## config.mk

```make
export PLATFORM = sky130hd
export DESIGN_NAME = ui_set_controller
export DESIGN_NICKNAME = d
export VERILOG_FILES = /design/src/rtl/ui_set_controller.sv
export SDC_FILE = /design/constraint.sdc
export NUM_CORES = 1
export LEC_CHECK = 0
export CAP_MARGIN = 5
export CORE_MARGIN = 4
export CORE_UTILIZATION = 53
export DETAILED_ROUTE_END_ITERATION = 8
export PLACE_DENSITY = 0.89
export SETUP_SLACK_MARGIN = 0.3
export SYNTH_ARGS = -nofsm -noshare
export SYNTH_HDL_FRONTEND = slang
export SYNTH_SLANG_ARGS = --single-unit
```

## constraint.sdc

```tcl
create_clock -name clk -period 2.2 [get_ports clk]
set_clock_uncertainty 0.1 [all_clocks]
set_input_delay 0.22 -clock clk [delete_from_list [all_inputs] [get_ports clk]]
set_output_delay 0.22 -clock clk [all_outputs]
set_load 0.02 [all_outputs]
```

## src/rtl/ui_set_controller.sv

```systemverilog
// ui_set_controller: button-driven editor for the time, alarm and countdown-timer settings.
// A confirm emits a one-cycle commit strobe with the edited value presented on out_*.
module ui_set_controller #(
    parameter int unsigned TIMEOUT_CYCLES = 30
) (
    input  logic       clk,
    input  logic       reset_n,
    input  logic       btn_mode,
    input  logic       btn_field,
    input  logic       btn_inc,
    input  logic       btn_confirm,
    input  logic [7:0] cur_hour,
    input  logic [7:0] cur_min,
    input  logic [7:0] cur_sec,
    output logic       set_time,
    output logic       set_alarm,
    output logic       set_timer,
    output logic [7:0] out_hour,
    output logic [7:0] out_min,
    output logic [7:0] out_sec,
    output logic [1:0] ui_mode,
    output logic [1:0] ui_field,
    output logic       editing
);

    localparam int unsigned CntW = (TIMEOUT_CYCLES > 2) ? $clog2(TIMEOUT_CYCLES) : 1;
    localparam logic [CntW-1:0] CntLast = CntW'(TIMEOUT_CYCLES - 1);

    localparam logic [1:0] ModeIdle  = 2'd0;
    localparam logic [1:0] ModeTime  = 2'd1;
    localparam logic [1:0] ModeAlarm = 2'd2;
    localparam logic [1:0] ModeTimer = 2'd3;

    localparam logic [7:0] HourMax     = 8'd23;
    localparam logic [7:0] MinSecMax   = 8'd59;
    localparam logic [7:0] TimerMinMax = 8'd10;

    typedef enum logic [2:0] {
        StIdle,
        StEditTime,
        StEditAlarm,
        StEditTimer,
        StCommit
    } state_e;

    state_e          r_state;
    logic [7:0]      r_hour, r_min, r_sec;
    logic [7:0]      r_alarm_hour, r_alarm_min, r_alarm_sec;
    logic [1:0]      r_field;
    logic [1:0]      r_mode;
    logic            r_editing;
    logic            r_set_time, r_set_alarm, r_set_timer;
    logic [CntW-1:0] r_cnt;

    logic            w_is_timer;
    logic [1:0]      w_field_next;
    logic [7:0]      w_hour_inc, w_min_inc, w_sec_inc;

    function automatic logic [7:0] wrap_inc(input logic [7:0] val, input logic [7:0] lim);
        return (val >= lim) ? 8'd0 : val + 8'd1;
    endfunction

    // Timer edits only min/sec, so hour stays at its 0 preload for the whole session.
    always_comb begin
        w_is_timer   = (r_state == StEditTimer);
        w_field_next = (r_field >= (w_is_timer ? 2'd1 : 2'd2)) ? 2'd0 : r_field + 2'd1;
        w_hour_inc   = r_hour;
        w_min_inc    = r_min;
        w_sec_inc    = r_sec;
        if (w_is_timer) begin
            case (r_field)
                2'd0:    w_min_inc = wrap_inc(r_min, TimerMinMax);
                2'd1:    w_sec_inc = wrap_inc(r_sec, MinSecMax);
                default: ;
            endcase
        end else begin
            case (r_field)
                2'd0:    w_hour_inc = wrap_inc(r_hour, HourMax);
                2'd1:    w_min_inc  = wrap_inc(r_min, MinSecMax);
                2'd2:    w_sec_inc  = wrap_inc(r_sec, MinSecMax);
                default: ;
            endcase
        end
    end

    always_ff @(posedge clk or negedge reset_n) begin
        if (!reset_n) begin
            r_state      <= StIdle;
            r_hour       <= 8'd0;
            r_min        <= 8'd0;
            r_sec        <= 8'd0;
            r_alarm_hour <= 8'd0;
            r_alarm_min  <= 8'd0;
            r_alarm_sec  <= 8'd0;
            r_field      <= 2'd0;
            r_mode       <= ModeIdle;
            r_editing    <= 1'b0;
            r_set_time   <= 1'b0;
            r_set_alarm  <= 1'b0;
            r_set_timer  <= 1'b0;
            r_cnt        <= '0;
        end else begin
            r_set_time  <= 1'b0;
            r_set_alarm <= 1'b0;
            r_set_timer <= 1'b0;
            case (r_state)
                StIdle: begin
                    r_cnt <= '0;
                    if (btn_mode) begin
                        r_state   <= StEditTime;
                        r_mode    <= ModeTime;
                        r_editing <= 1'b1;
                        r_field   <= 2'd0;
                        r_hour    <= cur_hour;
                        r_min     <= cur_min;
                        r_sec     <= cur_sec;
                    end
                end

                StEditTime, StEditAlarm, StEditTimer: begin
                    if (btn_confirm) begin
                        r_state     <= StCommit;
                        r_editing   <= 1'b0;
                        r_cnt       <= '0;
                        r_set_time  <= (r_state == StEditTime);
                        r_set_alarm <= (r_state == StEditAlarm);
                        r_set_timer <= (r_state == StEditTimer);
                        if (r_state == StEditAlarm) begin
                            r_alarm_hour <= r_hour;
                            r_alarm_min  <= r_min;
                            r_alarm_sec  <= r_sec;
                        end
                    end else if (btn_mode) begin
                        // Advancing the mode drops the pending edit without a strobe.
                        r_field <= 2'd0;
                        r_cnt   <= '0;
                        case (r_state)
                            StEditTime: begin
                                r_state <= StEditAlarm;
                                r_mode  <= ModeAlarm;
                                r_hour  <= r_alarm_hour;
                                r_min   <= r_alarm_min;
                                r_sec   <= r_alarm_sec;
                            end
                            StEditAlarm: begin
                                r_state <= StEditTimer;
                                r_mode  <= ModeTimer;
                                r_hour  <= 8'd0;
                                r_min   <= 8'd0;
                                r_sec   <= 8'd0;
                            end
                            default: begin
                                r_state   <= StIdle;
                                r_mode    <= ModeIdle;
                                r_editing <= 1'b0;
                            end
                        endcase
                    end else if (btn_field) begin
                        r_field <= w_field_next;
                        r_cnt   <= '0;
                    end else if (btn_inc) begin
                        r_hour <= w_hour_inc;
                        r_min  <= w_min_inc;
                        r_sec  <= w_sec_inc;
                        r_cnt  <= '0;
                    end else if (r_cnt == CntLast) begin
                        r_state   <= StIdle;
                        r_mode    <= ModeIdle;
                        r_editing <= 1'b0;
                        r_field   <= 2'd0;
                        r_cnt     <= '0;
                    end else if (r_cnt < CntLast) begin
                        r_cnt <= r_cnt + 1'b1;
                    end
                end

                StCommit: begin
                    r_state <= StIdle;
                    r_mode  <= ModeIdle;
                    r_field <= 2'd0;
                    r_cnt   <= '0;
                end

                default: begin
                    r_state   <= StIdle;
                    r_mode    <= ModeIdle;
                    r_editing <= 1'b0;
                    r_field   <= 2'd0;
                    r_cnt     <= '0;
                end
            endcase
        end
    end

    assign set_time  = r_set_time;
    assign set_alarm = r_set_alarm;
    assign set_timer = r_set_timer;
    assign out_hour  = r_hour;
    assign out_min   = r_min;
    assign out_sec   = r_sec;
    assign ui_mode   = r_mode;
    assign ui_field  = r_field;
    assign editing   = r_editing;

endmodule

```

==> flow_summary.yaml <==
sta:
  min_period_over_period_pct: 93.9
  finalHoldViolCount: 0
  max_slew_margin_pct: 67.2
  max_freq_ghz: 0.484
  tightest_slew_ns: 0.488
  maxSlewViolCount: 0
  layout_min_cycle_time_ns: 2.07
  fin_hold_ws_ns: 0.308
  rsz0062_at_grt: "true"
  fin_tns_setup_ns: 0
  setup_ws_ns: 0.134
  setup_violations: 0
final_layout:
  layout_common_cells: "clkdlybuf4s50_1, dfrtp_1, buf_4"
  syn2layout_area_growth_pct: 42.8
  drive_above_1_share_pct: 32.9
  fin_nets: 495
  nFillCells: 360
  utilization_pct: 78.5
  n_antenna_cell: 0
  mostFrequentLayoutCell: "clkdlybuf4s50_1"
floorplanning:
  pin_count: 62
  coreArea_um2: 6420
  fp.dieH_um: 89.6
  num_rows: 29
  die_x_um: 89.6
  die-area_um2: 8030
  initial_core_util_pct: 55.0
clocking:
  clk_pin_slew_ns: 0.07
  clk_latency_ns: 0.36
  cts_root_buffer: "clkbuf_8"
  clock_sinks: 64
  cts_tree: "yes"
  cts_buffers: 9
  htreeDepth: 3
  ctsLongestPathBuffers: 2
synth:
  yosysUniqueCellTypes: 60
  postSynth.asyncResetShare_pct: 100
  ys_ff_latch: 64
  syn_area_um2: 3530
  synth_edf_count: 0
  synth_ff_type: "dfrtp_1"
  ys_warn_count: 0
  synthCells: 352
  syn-num-nets: 393
  yosysSeqAreaShare_pct: 45.4
  syn_area_per_cell_um2: 10.0
place:
  placement.setup.worst_slack_ns: 0.0605
  finalWeightedCongestion: 0.927
  post-dp-hpwl_um: 6440
  io_buffers: 61
grt:
  grt_antenna_before_repair: 0
  grt_pass1_vias: 3334
  grt_overflow: 0
  grt_pass1_wl_um: 16700
  grt_max_degree: 65
  grt_usage_pct: 27.3
worst_setup_path:
  cpPeakStageDelay_ns: 0.54
  worstPathMaxFanout: 8
  setup.worst_path.class: "reg2reg"
  cp-start-kind: "register"
  critPathSlowestCell: "or4b_4"
  worstPathArrival_ns: 2.20
  endpoint_kind: "register"
  worst-r2r-setup-slack_ns: 0.13
  crit_chain: "buf_4, nor2_4, o21bai_1, or4b_4, buf_8, o21ai_4, o31ai_4"
  required_ns: 2.33
pwr:
  power_mw: 7.40
  pwr-share-comb_pct: 55.0
  internal_power_mw: 4.12
  peakVddDrop_v: 0.000931
  p_clk_share_pct: 14.4
  power_frac_seq_pct: 30.6
  netSwitchingFraction_pct: 44.3
  p_leak_nw: 2.13
  power.density_nw_per_um2: 1470
  p_sw_mw: 3.28
drt:
  via_per_inst: 6.92
  drc: 0
  wl_per_cell_um: 23.6
  ant_nets: 0
  drt_iter0_markers: 471
  totalWireLength_um: 12600
  first_pass_iters: 5
  via_count: 3708
run:
  drv_cap: 0
status:
  outcome: "finished clean"
worst_hold_path:
  min_path_type: "in2async"
[cell usage after synthesis (4+ instances only)]
| library cell | number | share of area (%) |
|---|---|---|
| nand2_1 | 23 | 2.4 |
| nand3_1 | 16 | 2.3 |
| buf_2 | 9 | 1.3 |
| o21ai_0 | 28 | 4.0 |
| inv_1 | 11 | 1.2 |
| ha_1 | 11 | 3.9 |
| clkbuf_1 | 5 | 0.53 |
| nand2b_1 | 4 | 0.71 |
| buf_6 | 4 | 1.3 |
| a211oi_1 | 5 | 1.1 |
| and3_1 | 7 | 1.2 |
| mux2_2 | 25 | 8.0 |
| nor2_1 | 23 | 2.4 |
| xor2_1 | 4 | 0.99 |
| nor3_1 | 7 | 0.99 |
| a21oi_1 | 25 | 3.5 |
| and2_1 | 5 | 0.89 |
| dfrtp_1 | 64 | 45 |
| o21ai_1 | 6 | 0.85 |
| o31ai_1 | 9 | 1.9 |
| a31oi_1 | 7 | 1.2 |
[worst max-delay path, delay by kind of cell, from the launching register on]
family | cells | cell delay (ns)
buf+inv | 2 | 0.37
simple gates | 2 | 0.60
flops | 1 | 0.44
compound gates | 3 | 0.43
[flip-flops by register name (all words and copies together) (netlist names)]
signal and count:
set_alarm 1, r_alarm_min 8, r_state 3, r_alarm_hour 8, r_alarm_sec 8, ui_field 2
out_min 8, ui_mode 2, out_sec 8, set_timer 1, editing 1, r_cnt 5
out_hour 8, set_time 1
[kinds of logic after synthesis]
kind of cell | Yosys count | share of synthesized area (%)
muxes | 25 | 7.98
buffers and inverters | 31 | 4.68
xor gates and xnor gates | 4 | 0.992
adders and majority gates | 11 | 3.90
and+or+nand+nor | 104 | 15.1
AOI/OAI and AO/OA | 113 | 22.0
DFF | 64 | 45.4
[layer usage]
layer  up-vias  part of all wire, %  global-route usage (%)
met5         -                    0                       0
met3       103                   11                    6.75
li1       1501                    -                       -
met1      1740                   37                    35.2
met4         0                  6.3                    11.0
met2       364                   46                    44.3
[per-stage QoR]
stage,instances,cell area [um^2]
6_report,536,5040
5_1_grt,536,5040
4_1_cts,525,4770
3_5_place_dp,493,4310
3_3_place_gp,493,4310
2_1_floorplan,352,3540
[power by group through the flow]
| stage | clock network, mW | registers, mW | logic (mW) |
|---|---|---|---|
| 2_1_floorplan | 0 | 2.32 | 1.75 |
| 3_3_place_gp | 0 | 2.14 | 2.98 |
| 3_5_place_dp | 0 | 2.20 | 3.11 |
| 4_1_cts | 1.04 | 2.17 | 3.55 |
| 5_1_grt | 1.12 | 2.29 | 4.28 |
| 6_report | 1.07 | 2.26 | 4.07 |
[what timing repair did]
item	in CTS	in global routing
gates resized for setup	29	44
setup endpoints to repair	38	34
hold buffers	1	0
gates cloned	1	1
pin swaps	9	13
endpoints found under the hold margin	64	0
buffers inserted	14	10
[final cells by class]
type / instances / area [um^2] / area share (%)
Inverter: 11 / 41.3 / 0.819
Multi-Input combinational cell: 258 / 2060 / 40.8
Timing Repair Buffer: 110 / 1030 / 20.5
Clock inverter: 3 / 40.0 / 0.794
Clock buffer: 13 / 159 / 3.15
Sequential cell: 64 / 1610 / 32.0
Tap cell: 77 / 96.3 / 1.91
[worst paths after layout]
| check | from | endpoint | depth (start not counted) |
|---|---|---|---|
| min in group clk | cur_min[6] | out_min[6] | 3 |
| setup reg to reg | r_state[1] | out_hour[2] | 7 |
| setup / recovery | r_state[1] | out_hour[2] | 7 |
| max in group asynchronous | reset_n | r_state[2] | 3 |
| hold / removal | reset_n | out_sec[1] | 3 |
| hold reg to reg | r_alarm_sec[6] | r_alarm_sec[6] | 1 |
Note: power is estimated with default switching activity, not from simulation.
